## src/rtl/ts_link_monitor_if.sv

```systemverilog
// Strobe/acknowledge register bus used across the TS firmware.
// The master drives the strobes; the slave answers with acks and read data.
interface ts_link_monitor_if;
  logic        axi_wstr;
  logic        axi_rstr;
  logic [9:0]  axi_waddr;
  logic [9:0]  axi_raddr;
  logic [31:0] axi_din;
  logic        axi_wack;
  logic        axi_rack;
  logic [31:0] axi_dout;

  modport master (
    output axi_wstr, axi_rstr, axi_waddr, axi_raddr, axi_din,
    input  axi_wack, axi_rack, axi_dout
  );

  modport slave (
    input  axi_wstr, axi_rstr, axi_waddr, axi_raddr, axi_din,
    output axi_wack, axi_rack, axi_dout
  );
endinterface

```

## src/rtl/ts_link_monitor.sv

```systemverilog
// Per-link error/word counters, lock tracking and a shared triggered spy buffer
// for the trigger-scintillator receive links, exposed on the register bus.
module ts_link_monitor #(
  parameter int NUM_LINKS  = 2,
  parameter int SPY_DEPTH  = 64,
  parameter int LOCK_COUNT = 255
) (
  input  logic                     axi_clk,
  input  logic                     reset,
  input  logic [16*NUM_LINKS-1:0]  rx_d,
  input  logic [2*NUM_LINKS-1:0]   rx_k,
  input  logic [NUM_LINKS-1:0]     rx_err,
  input  logic [NUM_LINKS-1:0]     rx_valid,
  output logic [NUM_LINKS-1:0]     link_up,
  ts_link_monitor_if.slave         bus
);

  localparam int AW = $clog2(SPY_DEPTH);
  localparam int PW = AW + 1;
  localparam logic [PW-1:0] PTR_LAST = PW'(SPY_DEPTH - 1);
  localparam logic [15:0]   LOCK_C   = 16'(LOCK_COUNT);
  localparam logic [15:0]   LOCK_M1  = 16'(LOCK_COUNT - 1);

  localparam logic [1:0] S_IDLE  = 2'd0;
  localparam logic [1:0] S_ARMED = 2'd1;
  localparam logic [1:0] S_CAPT  = 2'd2;
  localparam logic [1:0] S_DONE  = 2'd3;

  function automatic logic [31:0] sat_inc(input logic [31:0] v);
    return (v == 32'hFFFF_FFFF) ? v : v + 32'd1;
  endfunction

  logic [2:0]  spy_sel;
  logic [1:0]  spy_mode;
  logic [1:0]  ctl1;
  logic [1:0]  wcnt;
  logic [1:0]  rcnt;
  logic        wr_commit;
  logic        arm_pulse;
  logic        clr_pulse;
  logic [1:0]  spy_state;
  logic [PW-1:0] spy_ptr;
  logic [31:0] rdata;
  logic [31:0] sts1;
  logic        unused_din;

  logic [NUM_LINKS-1:0][31:0] err_cnt;
  logic [NUM_LINKS-1:0][31:0] wrd_cnt;
  logic [NUM_LINKS-1:0][15:0] run_cnt;

  logic [18:0] spy_ram [SPY_DEPTH];
  logic        s_vld, s_err, s_trig, ram_we;
  logic [15:0] s_d;
  logic [1:0]  s_k;

  assign wr_commit  = bus.axi_wstr && (wcnt == 2'd1);
  assign arm_pulse  = ctl1[0];
  assign clr_pulse  = ctl1[1];
  assign unused_din = ^{bus.axi_din[31:6], bus.axi_din[3]};

  // Write handshake: count strobe-high edges, commit once on the second.
  always_ff @(posedge axi_clk or posedge reset) begin
    if (reset) begin
      wcnt         <= 2'd0;
      bus.axi_wack <= 1'b0;
    end else if (!bus.axi_wstr) begin
      wcnt         <= 2'd0;
      bus.axi_wack <= 1'b0;
    end else begin
      if (wcnt != 2'd3) wcnt <= wcnt + 2'd1;
      if (wcnt == 2'd2) bus.axi_wack <= 1'b1;
    end
  end

  always_ff @(posedge axi_clk or posedge reset) begin
    if (reset) begin
      spy_sel  <= 3'd0;
      spy_mode <= 2'd0;
      ctl1     <= 2'd0;
    end else begin
      ctl1 <= 2'd0;
      if (wr_commit) begin
        case (bus.axi_waddr)
          10'h000: begin
            spy_sel  <= bus.axi_din[2:0];
            spy_mode <= bus.axi_din[5:4];
          end
          10'h001: ctl1 <= bus.axi_din[1:0];
          default: ;
        endcase
      end
    end
  end

  // Read handshake: data from the second strobe edge, ack on the fourth.
  always_ff @(posedge axi_clk or posedge reset) begin
    if (reset) begin
      rcnt         <= 2'd0;
      bus.axi_rack <= 1'b0;
      bus.axi_dout <= 32'd0;
    end else if (!bus.axi_rstr) begin
      rcnt         <= 2'd0;
      bus.axi_rack <= 1'b0;
      bus.axi_dout <= 32'd0;
    end else begin
      if (rcnt != 2'd3) rcnt <= rcnt + 2'd1;
      if (rcnt == 2'd3) bus.axi_rack <= 1'b1;
      bus.axi_dout <= (rcnt != 2'd0) ? rdata : 32'd0;
    end
  end

  always_ff @(posedge axi_clk or posedge reset) begin
    if (reset) begin
      err_cnt <= '0;
      wrd_cnt <= '0;
    end else begin
      for (int i = 0; i < NUM_LINKS; i++) begin
        if (clr_pulse) begin
          err_cnt[i] <= 32'd0;
          wrd_cnt[i] <= 32'd0;
        end else if (rx_valid[i]) begin
          wrd_cnt[i] <= sat_inc(wrd_cnt[i]);
          if (rx_err[i]) err_cnt[i] <= sat_inc(err_cnt[i]);
        end
      end
    end
  end

  // Lock tracker: the run counter parks at LOCK_COUNT once the link is up.
  always_ff @(posedge axi_clk or posedge reset) begin
    if (reset) begin
      run_cnt <= '0;
      link_up <= '0;
    end else begin
      for (int i = 0; i < NUM_LINKS; i++) begin
        if (rx_valid[i] && rx_err[i]) begin
          run_cnt[i] <= 16'd0;
          link_up[i] <= 1'b0;
        end else if (rx_valid[i] && run_cnt[i] != LOCK_C) begin
          run_cnt[i] <= run_cnt[i] + 16'd1;
          if (run_cnt[i] == LOCK_M1) link_up[i] <= 1'b1;
        end
      end
    end
  end

  always_comb begin
    s_vld = 1'b0;
    s_err = 1'b0;
    s_d   = 16'd0;
    s_k   = 2'd0;
    for (int i = 0; i < NUM_LINKS; i++) begin
      if (spy_sel == 3'(i)) begin
        s_vld = rx_valid[i];
        s_err = rx_err[i];
        s_d   = rx_d[16*i +: 16];
        s_k   = rx_k[2*i +: 2];
      end
    end
    case (spy_mode)
      2'd1:    s_trig = s_err;
      2'd2:    s_trig = (s_k == 2'b00);
      default: s_trig = 1'b1;
    endcase
    ram_we = !arm_pulse && s_vld &&
             ((spy_state == S_ARMED && s_trig) || spy_state == S_CAPT);
  end

  always_ff @(posedge axi_clk or posedge reset) begin
    if (reset) begin
      spy_state <= S_IDLE;
      spy_ptr   <= '0;
    end else if (arm_pulse) begin
      spy_state <= S_ARMED;
      spy_ptr   <= '0;
    end else if (ram_we) begin
      spy_ptr <= spy_ptr + PW'(1);
      if (spy_state == S_ARMED)   spy_state <= S_CAPT;
      else if (spy_ptr == PTR_LAST) spy_state <= S_DONE;
    end
  end

  // Spy RAM carries no reset so it can map onto block/distributed memory.
  always_ff @(posedge axi_clk) begin
    if (ram_we) spy_ram[spy_ptr[AW-1:0]] <= {s_err, s_k, s_d};
  end

  always_comb begin
    sts1 = 32'd0;
    sts1[NUM_LINKS-1:0] = link_up;
    sts1[9:8]           = spy_state;
    sts1[10 +: PW]      = spy_ptr;
    rdata = 32'd0;
    if (bus.axi_raddr[9]) begin
      if ({23'd0, bus.axi_raddr[8:0]} < 32'(SPY_DEPTH))
        rdata = {13'd0, spy_ram[bus.axi_raddr[AW-1:0]]};
    end else begin
      case (bus.axi_raddr)
        10'h000: rdata = {26'd0, spy_mode, 1'b0, spy_sel};
        10'h001: rdata = {30'd0, ctl1};
        10'h010: rdata = 32'hbeef_0004;
        10'h011: rdata = sts1;
        default: begin
          if (bus.axi_raddr[9:4] == 6'h02) begin
            for (int i = 0; i < NUM_LINKS; i++) begin
              if (bus.axi_raddr[3:1] == 3'(i))
                rdata = bus.axi_raddr[0] ? wrd_cnt[i] : err_cnt[i];
            end
          end
        end
      endcase
    end
  end

endmodule

```

## src/flat_wrapper.sv

```systemverilog
// flat-port wrapper written by rule: the top's interface ports become plain ports
module ts_link_monitor_flat 
#(
  parameter int NUM_LINKS  = 2,
  parameter int SPY_DEPTH  = 64,
  parameter int LOCK_COUNT = 255
)
  (axi_clk, reset, rx_d, rx_k, rx_err, rx_valid, link_up, bus_axi_wstr, bus_axi_rstr, bus_axi_waddr, bus_axi_raddr, bus_axi_din, bus_axi_wack, bus_axi_rack, bus_axi_dout);
  ts_link_monitor_if bus_i ();
  input  logic axi_clk;
  input  logic reset;
  input  logic [16*NUM_LINKS-1:0] rx_d;
  input  logic [2*NUM_LINKS-1:0] rx_k;
  input  logic [NUM_LINKS-1:0] rx_err;
  input  logic [NUM_LINKS-1:0] rx_valid;
  output logic [NUM_LINKS-1:0] link_up;
  input wire logic [$bits(bus_i.axi_wstr)-1:0] bus_axi_wstr;
  input wire logic [$bits(bus_i.axi_rstr)-1:0] bus_axi_rstr;
  input wire logic [$bits(bus_i.axi_waddr)-1:0] bus_axi_waddr;
  input wire logic [$bits(bus_i.axi_raddr)-1:0] bus_axi_raddr;
  input wire logic [$bits(bus_i.axi_din)-1:0] bus_axi_din;
  output wire logic [$bits(bus_i.axi_wack)-1:0] bus_axi_wack;
  output wire logic [$bits(bus_i.axi_rack)-1:0] bus_axi_rack;
  output wire logic [$bits(bus_i.axi_dout)-1:0] bus_axi_dout;
  assign bus_i.axi_wstr = bus_axi_wstr;
  assign bus_i.axi_rstr = bus_axi_rstr;
  assign bus_i.axi_waddr = bus_axi_waddr;
  assign bus_i.axi_raddr = bus_axi_raddr;
  assign bus_i.axi_din = bus_axi_din;
  assign bus_axi_wack = bus_i.axi_wack;
  assign bus_axi_rack = bus_i.axi_rack;
  assign bus_axi_dout = bus_i.axi_dout;
  ts_link_monitor #(.NUM_LINKS(NUM_LINKS), .SPY_DEPTH(SPY_DEPTH), .LOCK_COUNT(LOCK_COUNT)) u_core (.axi_clk(axi_clk), .reset(reset), .rx_d(rx_d), .rx_k(rx_k), .rx_err(rx_err), .rx_valid(rx_valid), .link_up(link_up), .bus(bus_i));
endmodule
```

## config.mk

```make
export PLATFORM = sky130hd
export DESIGN_NAME = ts_link_monitor_flat
export DESIGN_NICKNAME = d
export VERILOG_FILES = /design/src/rtl/ts_link_monitor_if.sv /design/src/rtl/ts_link_monitor.sv /design/src/flat_wrapper.sv
export SDC_FILE = /design/constraint.sdc
export NUM_CORES = 2
export LEC_CHECK = 0
export ABC_CLOCK_PERIOD_IN_PS = 9500
export BUFFER_PORTS_ARGS = -buffer_cell sky130_fd_sc_hd__buf_2
export CORE_MARGIN = 3
export CORE_UTILIZATION = 55
export CTS_CLUSTER_SIZE = 28
export DETAILED_ROUTE_END_ITERATION = 7
export PLACE_DENSITY = 0.71
export SETUP_SLACK_MARGIN = 0.2
export SKIP_CTS_REPAIR_TIMING = 1
export SKIP_LAST_GASP = 1
export SLEW_MARGIN = 15
export SYNTH_ARGS = -nofsm -noshare
export SYNTH_HDL_FRONTEND = slang
export SYNTH_SLANG_ARGS = --single-unit
export TNS_END_PERCENT = 100
```

## constraint.sdc

```tcl
create_clock -name axi_clk -period 9.5 [get_ports axi_clk]
set_input_delay 1.425 -clock axi_clk [delete_from_list [all_inputs] [get_ports axi_clk]]
set_output_delay 1.425 -clock axi_clk [all_outputs]
set_load 0.02 [all_outputs]
```

==> results.cfg <==
[run_status]
status = finished, final reports clean

[synthesis]
synth_top_area_share_pct = 61.77
synth_area_leader_cell = edfxtp_1
synth_edf_count = 1216
synthCells = 3566
synth_area_mm2 = 0.05911
synth_seq_cells = 1432
synth_nets = 3678
async_flop_share_pct = 15.08
yosys_warnings = 0
synth_flop_cell = edfxtp_1
yosys-top-cells-area = edfxtp_1 62%, mux4_2 9.3%, dfrtp_1 9.1%, mux2i_1 3.8%, nor2_1 1.8%
synth.distinct_cells = 74
ys_seq_area_share_pct = 70.92
synth.avg_cell_area_um2 = 16.58

[cells_and_area]
seq_area_mm2 = 0.04192
layout_commonest_cell = edfxtp_1
nets = 3861
multi_input_area_mm2 = 0.01648
finalNonFillerCells = 5256
final_util_pct = 62.70
area_delta_synth_final_pct = 12.45
drive_above_1_share_pct = 20.58
layout_common_cells = 1,216 x edfxtp_1, 244 x mux4_2, 222 x mux2i_1, 215 x dfrtp_1, 205 x nor2_1
n_fill_cell = 7468

[setup_path]
cp.arrival_ps = 5580
cp.required_ps = 9950
timing.critical_path.to_type = flip-flop
crit_fanout = 65
path_cells = or2_2 -> buf_4 -> nor2_4 -> buf_4 -> a221o_1 -> o2bb2ai_2 -> nand3b_1 -> nor2_2 -> buf_4
ff2ff_path_depth = 9
worst_path_most_repeated_cell = buf_4
cp_slowest_cell = nor2_2
crit_type = flip-flop to flip-flop
crit_path_start_kind = flip-flop
max_stage_delay_ps = 930

[timing]
finalSetupViolations = 0
rsz0062_at_grt = no
slew_headroom_pct = 21.56
fmax_mhz = 194.9
maxSlewViolCount = 0
finalCritPeriodShare_pct = 54.01
fin_skew_ps = 29.89
worst_slack_ps = 4369
worst_slew_pin_slew_ps = 1167
tns_ps = 0
finalCriticalPeriod_ps = 5131
hold_viol_final = 0

[placed_design]
place_inst = 4992
place_ws_ps = 3471
gp_congestion = 0.9277
hpwl_um = 92060
portBuffers = 104

[clock_network]
clock_latency_ps = 770
cts_buffer_depth = 3
cts_sinks = 1432
root_buffer = clkbuf_16
htree_num_levels = 4
cts_tree = built
cts_buffers = 146
clk_pin_slew_ps = 60

[min_path]
hold_path_class = flip-flop to flip-flop
min_path_cells = 1

[global_route]
grt.total_usage_pct = 27.36
use_met3_pct = 6.565
grt_overflow = 0
antenna_found_initial = 8
grt_pass1_vias = 33290
grt_pass1_wl_um = 223500
grt_util_met1_pct = 38.57
grt-busiest-layer = met2
grt_use_met2_pct = 41.79
grt_max_degree = 110

[floorplan]
die_y_um = 333.8
io_pins = 132
initial_core_util_pct = 55.76
dieArea_mm2 = 0.1114
core_mm2 = 0.1060
rows = 119
die_x_um = 333.8

[run]
max_cap_viol_count = 0

[power]
power_density_mw_per_mm2 = 208.2
p_leak_uw = 0.02296
irDropWorstVdd_v = 0.0001778

[route]
drc = 0
drtAntennaViolNets = 0
dr.pass1.iters = 6
num_vias = 34210
viasPerCell = 6.510
drt_iter0_drc = 4364
drt_wl_total_um = 151400
wl_per_cell_um = 28.80
[per-layer routing]
metal	wire [um]	vias to the layer above
met2	70630	1849
met1	59220	17550
met4	6074	4
met3	15430	338
met5	21	-
li1	-	14470
[cell type report]
class	instances	area share, %
Antenna cell	2	0.007529
Timing Repair Buffer	224	2.229
Sequential cell	1432	63.07
Inverter	33	0.1976
Clock buffer	177	5.794
Tap cell	1391	2.618
Multi-Input combinational cell	1912	24.80
Clock inverter	85	1.286
[cell families (layout without fill, tap and decap cells)]
logic type	count (synthesis)	in the layout	share of synthesized area, %
AO/OA/AOI/OAI	398	398	4.562
XOR/XNOR	118	118	1.748
adder cells (fa/ha/maj)	16	16	0.3387
buffers and inverters	222	519	1.801
flip-flops	1432	1432	70.92
multiplexers	473	473	13.19
other	0	2	0
AND/OR/NAND/NOR	907	907	7.442
[cell usage after synthesis, types with 54 or more instances]
cell	instances
mux4_2	244
a22oi_1	54
dfrtp_1	216
clkbuf_1	94
mux2i_1	222
nand4_1	64
edfxtp_1	1216
nand2_1	196
nor2_1	290
xor2_1	75
nand3_1	108
a21oi_1	88
o21ai_0	78
[where the power goes]
| group | internal, uW | leakage (uW) | total [uW] | switching [uW] |
|---|---|---|---|---|
| Combinational | 337 | 0.00682 | 1030 | 688 |
| Clock | 3210 | 0.00229 | 5630 | 2420 |
| Sequential | 7030 | 0.0138 | 7180 | 152 |
| Total | 10600 | 0.0230 | 13800 | 3260 |
[state kept, by name, indices dropped and copies added, names as in the netlist, 2 cells and up]
name / cells
u_core.run_cnt: 32
u_core.spy_ptr: 7
u_core.spy_sel: 3
u_core.wcnt: 2
u_core.err_cnt: 64
u_core.spy_mode: 2
u_core.link_up: 2
u_core.bus.axi_dout: 32
u_core.rcnt: 2
u_core.spy_state: 2
u_core.ctl1: 2
u_core.wrd_cnt: 64
u_core.spy_ram: 1216
[path summary, 6_finish.rpt]
path | startpoint | slack, ps | end
setup / recovery | u_core.spy_sel[2]$_DFFE_PP0P_ | 4370 | u_core.spy_ram[16][12]$_DFFE_PP_
hold / removal | u_core.bus.axi_rack$_DFFE_PP0P_ | 480 | u_core.bus.axi_rack$_DFFE_PP0P_
setup reg to reg | u_core.spy_sel[2]$_DFFE_PP0P_ | 4370 | u_core.spy_ram[16][12]$_DFFE_PP_
hold reg to reg | u_core.bus.axi_rack$_DFFE_PP0P_ | 480 | u_core.bus.axi_rack$_DFFE_PP0P_
max in group asynchronous | reset | 7260 | u_core.bus.axi_dout[25]$_DFF_PP0_
min in group asynchronous | reset | 770 | u_core.run_cnt[22]$_DFFE_PP0P_
[per-stage QoR]
stage | hold slack [ps] | instance area (um2) | power (uW)
6_report | 480.1 | 66470 | 13840
5_1_grt | 489.4 | 66470 | 14250
4_1_cts | 476.7 | 66430 | 13900
3_5_place_dp | 463.3 | 61730 | 8316
3_3_place_gp | 458.9 | 61730 | 8288
2_1_floorplan | 491.5 | 59110 | 7899
[critical path: cells and delay by family, from the launching register on]
kind,cells,cell delay (ps)
buf+inv,3,1260
flops,1,420
simple gates,4,2360
compound gates,2,720
Note: power is estimated with default switching activity, not from simulation.
